$ cat src/rtl/enemy_sprite_plotter_pkg.sv
// enemy_sprite_plotter_pkg: sprite and screen geometry shared by the plotter and its mask ROM
package enemy_sprite_plotter_pkg;
   localparam logic [3:0] SPRITE_W = 4'd10;
   localparam logic [3:0] SPRITE_H = 4'd10;
   localparam logic [8:0] SCREEN_W = 9'd160;
   localparam logic [7:0] SCREEN_H = 8'd120;
   typedef enum logic [1:0] {S_IDLE = 2'd0, S_DRAW = 2'd1, S_DONE = 2'd2} state_t;
endpackage

$ cat src/rtl/enemy_sprite_rom.sv
// enemy_sprite_rom: per-row sprite mask, bit c is column c; swap this module to change the sprite
module enemy_sprite_rom
   import enemy_sprite_plotter_pkg::*;
(
   input  logic [3:0] row,
   output logic [9:0] mask
);
   always_comb mask = (row == 4'd0 || row == SPRITE_H - 4'd1) ? 10'b01_1111_1110 : 10'b11_1111_1111;
endmodule

$ cat src/rtl/enemy_sprite_plotter.sv
// enemy_sprite_plotter: rasterises a masked, screen-clipped 10x10 enemy sprite into VGA pixel writes
module enemy_sprite_plotter
   import enemy_sprite_plotter_pkg::*;
(
   input  logic       clk,
   input  logic       reset,
   input  logic       start,
   input  logic       erase,
   input  logic [7:0] x_origin,
   input  logic [6:0] y_origin,
   input  logic [2:0] colour,
   output logic [7:0] x_out,
   output logic [6:0] y_out,
   output logic [2:0] colour_out,
   output logic       plot,
   output logic       busy,
   output logic       done
);
   state_t state_q, state_d;
   logic [3:0] cx_q, cx_d, cy_q, cy_d, pcx_q, pcx_d, pcy_q, pcy_d;
   logic [7:0] xo_q, xo_d, x_out_q, x_out_d;
   logic [6:0] yo_q, yo_d, y_out_q, y_out_d;
   logic [2:0] col_q, col_d, colour_out_q, colour_out_d;
   logic       er_q, er_d, run_q, run_d, pv_q, pv_d, pl_q, pl_d;
   logic       plot_q, plot_d, out_last_q, out_last_d;
   logic       col_wrap, last_px;
   logic [8:0] xs;
   logic [7:0] ys;
   logic [9:0] mask_row;

   enemy_sprite_rom u_rom (.row(pcy_q), .mask(mask_row));

   assign col_wrap = cx_q == SPRITE_W - 4'd1;
   assign last_px  = col_wrap && cy_q == SPRITE_H - 4'd1;
   assign xs = {1'b0, xo_q} + {5'd0, pcx_q};
   assign ys = {1'b0, yo_q} + {4'd0, pcy_q};

   // run_q marks cycles in which the counters issue a pixel; the FSM leaves DRAW once
   // the last pixel has reached the output registers, so done lines up with the outputs.
   always_comb begin
      state_d = state_q;
      cx_d    = cx_q;
      cy_d    = cy_q;
      run_d   = run_q;
      xo_d    = xo_q;
      yo_d    = yo_q;
      col_d   = col_q;
      er_d    = er_q;
      if (state_q == S_IDLE && start) begin
         state_d = S_DRAW;
         xo_d    = x_origin;
         yo_d    = y_origin;
         er_d    = erase;
         col_d   = erase ? 3'b000 : colour;
         run_d   = 1'b1;
         cx_d    = 4'd0;
         cy_d    = 4'd0;
      end
      if (state_q == S_DRAW) begin
         if (run_q) begin
            cx_d  = col_wrap ? 4'd0 : cx_q + 4'd1;
            cy_d  = col_wrap ? (last_px ? 4'd0 : cy_q + 4'd1) : cy_q;
            run_d = ~last_px;
         end
         if (out_last_q) state_d = S_DONE;
      end
      if (state_q == S_DONE) state_d = S_IDLE;
   end

   always_comb begin
      pv_d         = run_q;
      pcx_d        = cx_q;
      pcy_d        = cy_q;
      pl_d         = run_q & last_px;
      x_out_d      = pv_q ? xs[7:0] : x_out_q;
      y_out_d      = pv_q ? ys[6:0] : y_out_q;
      colour_out_d = pv_q ? col_q : colour_out_q;
      plot_d       = pv_q & (er_q | mask_row[pcx_q]) & (xs < SCREEN_W) & (ys < SCREEN_H);
      out_last_d   = pl_q;
   end

   always_ff @(posedge clk) begin
      if (reset) begin
         state_q      <= S_IDLE;
         cx_q         <= 4'd0;
         cy_q         <= 4'd0;
         run_q        <= 1'b0;
         xo_q         <= 8'd0;
         yo_q         <= 7'd0;
         col_q        <= 3'd0;
         er_q         <= 1'b0;
         pv_q         <= 1'b0;
         pcx_q        <= 4'd0;
         pcy_q        <= 4'd0;
         pl_q         <= 1'b0;
         x_out_q      <= 8'd0;
         y_out_q      <= 7'd0;
         colour_out_q <= 3'd0;
         plot_q       <= 1'b0;
         out_last_q   <= 1'b0;
      end else begin
         state_q      <= state_d;
         cx_q         <= cx_d;
         cy_q         <= cy_d;
         run_q        <= run_d;
         xo_q         <= xo_d;
         yo_q         <= yo_d;
         col_q        <= col_d;
         er_q         <= er_d;
         pv_q         <= pv_d;
         pcx_q        <= pcx_d;
         pcy_q        <= pcy_d;
         pl_q         <= pl_d;
         x_out_q      <= x_out_d;
         y_out_q      <= y_out_d;
         colour_out_q <= colour_out_d;
         plot_q       <= plot_d;
         out_last_q   <= out_last_d;
      end
   end

   assign x_out      = x_out_q;
   assign y_out      = y_out_q;
   assign colour_out = colour_out_q;
   assign plot       = plot_q;
   assign busy       = state_q == S_DRAW;
   assign done       = state_q == S_DONE;
endmodule
$ cat config.mk
export PLATFORM = sky130hd
export DESIGN_NAME = enemy_sprite_plotter
export DESIGN_NICKNAME = d
export VERILOG_FILES = /design/src/rtl/enemy_sprite_plotter_pkg.sv /design/src/rtl/enemy_sprite_rom.sv /design/src/rtl/enemy_sprite_plotter.sv
export SDC_FILE = /design/constraint.sdc
export NUM_CORES = 1
export LEC_CHECK = 0
export ABC_AREA = 1
export CAP_MARGIN = 20
export CORE_ASPECT_RATIO = 0.75
export CORE_MARGIN = 2
export CORE_UTILIZATION = 50
export DETAILED_ROUTE_END_ITERATION = 10
export GPL_ROUTABILITY_DRIVEN = 0
export MAX_ROUTING_LAYER = met4
export PLACE_DENSITY = 0.75
export REMOVE_ABC_BUFFERS = 1
export SKIP_LAST_GASP = 1
export SYNTH_ARGS = -nofsm -noshare
export SYNTH_HDL_FRONTEND = slang
export SYNTH_SLANG_ARGS = --single-unit
$ cat constraint.sdc
create_clock -name clk -period 3.2 [get_ports clk]
set_input_delay 0.64 -clock clk [delete_from_list [all_inputs] [get_ports clk]]
set_output_delay 0.64 -clock clk [all_outputs]
set_load 0.02 [all_outputs]
* Word-level counts from Yosys, hierarchy flattened *
Cells that the tools add are included.

word-level totals
  flip-flop bits (word level) = 60
  input bits = 22
  output and inout bits = 21
  word-level logic and storage cells = 61

cells by class
  $add $sub $neg = 4
  order comparisons = 3
  eq/ne operators = 6
  mux-type cells = 19
  bitwise logic cells = 6
  reductions and logical operators = 6

operator list
  operator               count
  $mux W4                9
  $eq A4 B4 Y1 const B   3
  $mux W10               1
  $add A8 B4 Y9          1
  $lt A9 B8 Y1 const B   1
  $add A4 B1 Y4 const B  2
  $add A7 B4 Y8          1
  $lt A8 B7 Y1 const B   1
  $mux W2                3
  $lt A4 B5 Y1 const B   1
  $and A1 B1 Y1          4
  $bmux W1 S4            1
  $logic_not A4 Y1       1
  $mux W1                4
  $mux W3                1
  $ne A3 B2 Y1 const B   1
  $eq A2 B1 Y1 const B   1
  $eq A2 B2 Y1 const B   1
  $logic_and A1 B1 Y1    2
  $logic_not A2 Y1       1
  $reduce_or A2 Y1       1
  $logic_or A1 B1 Y1     1
  $not A1 Y1             1
  $or A1 B1 Y1           1

* Logic depth before layout (Yosys ltp) *
  depth after elaboration = 9
  depth in mapped cells = 12
  gate-level depth less buffers = 12

* Cells and area by module *
Synthesis repeated with hierarchy kept, for this count alone.

unflattened totals
  cell total of the unflattened synthesis = 404
  area, all modules = 2926.6 µm²

by module, submodules not included
  module                instances  cells an instance  area each (µm²)  sequential area each (µm²)
  enemy_sprite_plotter  1          388                2831.5           1201.2
  enemy_sprite_rom      1          16                 95.1             0.0

* Least setup slack after synthesis *
OpenSTA, ideal clock, no wires.

  path kind = register to register
  start = register pcy_q[0]
  end = register plot_q (netlist: plot)
  library setup time = 113 ps
  arrival = 1475 ps
  data required time = 3087 ps
  slack = 1612 ps
  cell stages (with the launch flop) = 11
  buffers on the path = 0
  clock period less this slack = 1588 ps
  path through = dfxtp_1 ha_1 fa_1 nand3_1 nand2_1 nand2_1 nand2_1 nor2_1 nand2_1 nor2_1 nor2_1

on the way
  longest elaborated chain between the ends = 9
  elaborated cells between the ends (all ways) = 12
  those cells by class = add/sub (1); order compare (1); eq/ne (1); mux (3); bitwise (4); reduce/logical (2)

ends and longest elaborated chain
  what                                                     RTL line                     RTL
  from (decl)                                              enemy_sprite_plotter.sv:20   logic [3:0] cx_q, cx_d, cy_q, cy_d, pcx_q, pcx_d, pcy_q, pcy_d;
  from (signal assigned)                                   enemy_sprite_plotter.sv:112  pcy_q <= pcy_d;
  $eq A4 B4 Y1 / $logic_not A4 Y1 (equally long branches)  enemy_sprite_rom.sv:8        always_comb mask = (row == 4'd0 || row == SPRITE_H - 4'd1) ? 10'b01_1111_1110 : 10'b11_1111_1111;
  $logic_or A1 B1 Y1                                       enemy_sprite_rom.sv:8
  $mux W10                                                 enemy_sprite_rom.sv:8
  $bmux W1 S4                                              enemy_sprite_plotter.sv:78   plot_d = pv_q & (er_q | mask_row[pcx_q]) & (xs < SCREEN_W) & (ys < SCREEN_H);
  $mux W1 (implied by the code)                            enemy_sprite_plotter.sv:78
  $or A1 B1 Y1                                             enemy_sprite_plotter.sv:78
  $and A1 B1 Y1 (2 in series)                              enemy_sprite_plotter.sv:78
  $and A1 B1 Y1 *                                          enemy_sprite_plotter.sv:78
  to (signal assigned)                                     enemy_sprite_plotter.sv:117  plot_q <= plot_d;
  to (decl)                                                enemy_sprite_plotter.sv:25   logic plot_q, plot_d, out_last_q, out_last_d;

Mark *: on every way between the ends. The rest lies on a longest branch, timed or not. The select of a mux whose other input is x is not followed.
A chain may end at the register's enable or synchronous reset.

* Worst setup path after layout *
  start = register state_q[1]
  end = output done

on the way
  longest elaborated chain between the ends = 1

ends and longest elaborated chain
  what                    RTL line                     RTL
  from (decl)             enemy_sprite_plotter.sv:19   state_t state_q, state_d;
  from (signal assigned)  enemy_sprite_plotter.sv:102  state_q <= state_d;
  $eq A2 B2 Y1            enemy_sprite_plotter.sv:127  assign done = state_q == S_DONE;
  to (decl)               enemy_sprite_plotter.sv:17   output logic done

Every way passes these cells.

==> impl_metrics.env <==
export IMPL_outcome="finished clean"
export IMPL_cts_sinks=60
export IMPL_fin_crit_sh_pct=71.92
export IMPL_numPortBuffers=42
export IMPL_p_total_uw=1779
export IMPL_hold_class="register to register"
export IMPL_post_cts_buffers=0
export IMPL_ys_warn_count=0
export IMPL_ys_ff_latch=60
export IMPL_num_vias=2537
export IMPL_track_usage_pct=22.50
export IMPL_whs_ns=0.4126
export IMPL_maxCapViolations=0
export IMPL_cp_arrival_ns=1.66
export IMPL_wl_mm=6.190
export IMPL_synth_async_reset_ratio_pct=0
export IMPL_drv_slew=0
export IMPL_hold_violations=0
export IMPL_layout_nets=454
export IMPL_crit_path_end_kind="output port"
export IMPL_cts_clk_slew_worst_paths_ns=0.06
export IMPL_setup_viol=0
export IMPL_grt_pass1_wl_mm=10.94
export IMPL_dieArea_um2=6266
export IMPL_ctsHoldBuffers=0
export IMPL_clock_skew_ns=0.006399
export IMPL_synthesis_area_um2=2821
export IMPL_fmax_mhz=434.5
export IMPL_p_leak_uw=0.001577
export IMPL_cts_root_buf="clkbuf_8"
export IMPL_io_pins=43
export IMPL_cts_inserted_buffers=9
export IMPL_avgSynthCellArea_um2=7.464
export IMPL_grt_max_degree=31
export IMPL_post_place_ws_ns=0.8234
export IMPL_yosys_top_cells_area="dfxtp_1, nor2_1, nand2_1, inv_1, o21ai_0"
export IMPL_regToRegSetupSlack_ns=1.40
export IMPL_worst_path_max_fanout=3
export IMPL_yosysSeqAreaShare_pct=42.57
export IMPL_cp_required_ns=2.56
export IMPL_ant_nets=0
export IMPL_worstMarginPinSlew_ns=0.5459
export IMPL_cts_resized=0
export IMPL_worstSkewPairLatency_ns=0.35
export IMPL_fp_coreArea_um2=5381
export IMPL_antenna_found_initial=0
export IMPL_p_per_area_nw_per_um2=507.4
export IMPL_via_per_inst=5.074
export IMPL_drive_gt1_share_pct=8.706
export IMPL_path_class="register to output port"
export IMPL_die_y_um=69.06
export IMPL_drtPass1Iterations=5
export IMPL_h_tree_depth=3
export IMPL_final_util_pct=65.17
export IMPL_synth_top_area_share_pct=42.57
export IMPL_overflow=0
export IMPL_synth_edf_count=0
export IMPL_rsz0062_at_grt="false"
export IMPL_yosysTopAreaCell="dfxtp_1"
export IMPL_grt_pass1_vias=2460
export IMPL_synth_common_cells="nor2_1, dfxtp_1, nand2_1, inv_1, o21ai_0"
export IMPL_drcViolationCount=0
export IMPL_antenna_cells=0
export IMPL_rows=23
export IMPL_clk_path_buf_depth=2
export IMPL_dp_hpwl_mm=4.419
export IMPL_start_kind="register"
export IMPL_ir_drop_mv=0.3285
export IMPL_slew_headroom_pct=63.55
export IMPL_synthCells=378
export IMPL_fin_setup_tns_ns=0
export IMPL_synth_main_ff_cell="dfxtp_1"
export IMPL_layout_area_overhead_vs_synth_pct=24.30
export IMPL_fin_crit_ns=2.301
export IMPL_ys_types=37
export IMPL_fin_ws_ns=0.8986
export IMPL_initialDrtViolationCount=141
export IMPL_initial_core_util_pct=52.43
export IMPL_synth_most_common_cell="nor2_1"
export IMPL_cts_tree="done"
export IMPL_wl_per_cell_um=12.38
export IMPL_fp_dieW_um=90.74
-- registers in the layout (all words and copies together) (netlist names) --
| signal | cells |
|---|---|
| x_out | 8 |
| xo_q | 8 |
| y_out | 7 |
| yo_q | 7 |
| cx_q | 4 |
| cy_q | 4 |
| pcx_q | 4 |
| pcy_q | 4 |
| col_q | 3 |
| colour_out | 3 |
| state_q | 2 |
| er_q | 1 |
| out_last_d | 1 |
| out_last_q | 1 |
| plot | 1 |
| pv_d | 1 |
| pv_q | 1 |
-- stage by stage --
step | area [um2] | cells
floorplan | 2754 | 364
global placement | 3291 | 484
detailed placement | 3291 | 484
CTS | 3507 | 500
global route | 3507 | 500
finish | 3507 | 500
-- power breakdown --
part           switching [uW]  total (uW)  internal [uW]
sequential               31.2         817            786
clock                     288         743            455
combinational             123         219           95.8
total                     442        1780           1340
-- logic make-up after synthesis --
family / Yosys count / synth area share [%]
DFF: 60 / 42.57
buffers and inverters: 67 / 9.445
xor gates and xnor gates: 4 / 1.242
and+or+nand+nor: 165 / 26.08
AOI/OAI and AO/OA: 70 / 14.81
adders and majority gates: 12 / 5.854
-- cells in the final DEF (no fill, tap or decap), types with 2 or more instances in the layout --
cell and count:
nor2_1 63, nor2_4 2, bufinv_16 2, o31ai_2 3, clkdlybuf4s50_1 42, nand3_1 19
nand2_2 3, ha_1 10, xor2_1 3, inv_2 2, dfxtp_1 60, o21ai_0 35
nand3b_1 2, a22oi_1 3, a21oi_2 2, buf_4 3, nand2_1 59, o211ai_1 4
inv_1 50, clkinv_2 3, nor3_1 5, a21oi_1 19, nand4_1 6, fa_1 2
clkbuf_8 10
-- worst max-delay path, cell delays in order (launching register included) --
cell and delay, ns:
dfxtp_1 0.39, inv_1 0.08, nor2_1 0.20, clkdlybuf4s50_1 0.65
-- worst paths after layout --
kind,to,start,cells after the start
worst max register to register,plot$_SDFF_PP0_,pcx_q[0]$_SDFF_PP0_,12
worst min register to register,out_last_q$_SDFF_PP0_,out_last_d$_SDFF_PP0_,2
worst min-delay path,out_last_q$_SDFF_PP0_,out_last_d$_SDFF_PP0_,2
worst max-delay path,done,state_q[1]$_SDFF_PP0_,3
-- area by class of cell --
cell class	count	area [um2]
Clock buffer	11	141.4
Inverter	53	198.9
Timing Repair Buffer	45	442.9
Sequential cell	60	1201
Multi-Input combinational cell	251	1354
Clock inverter	5	75.07
Tap cell	75	93.84
Fill cell	487	1874
-- routing by layer --
layer,GRT usage (%),part of all wire [%],wire (um)
met5,-,0,0
met3,8.415,5.2,320
met2,36.48,46,2832
met1,26.13,48,2979
met4,6.667,0.92,57
Note: power is estimated with default switching activity, not from simulation.
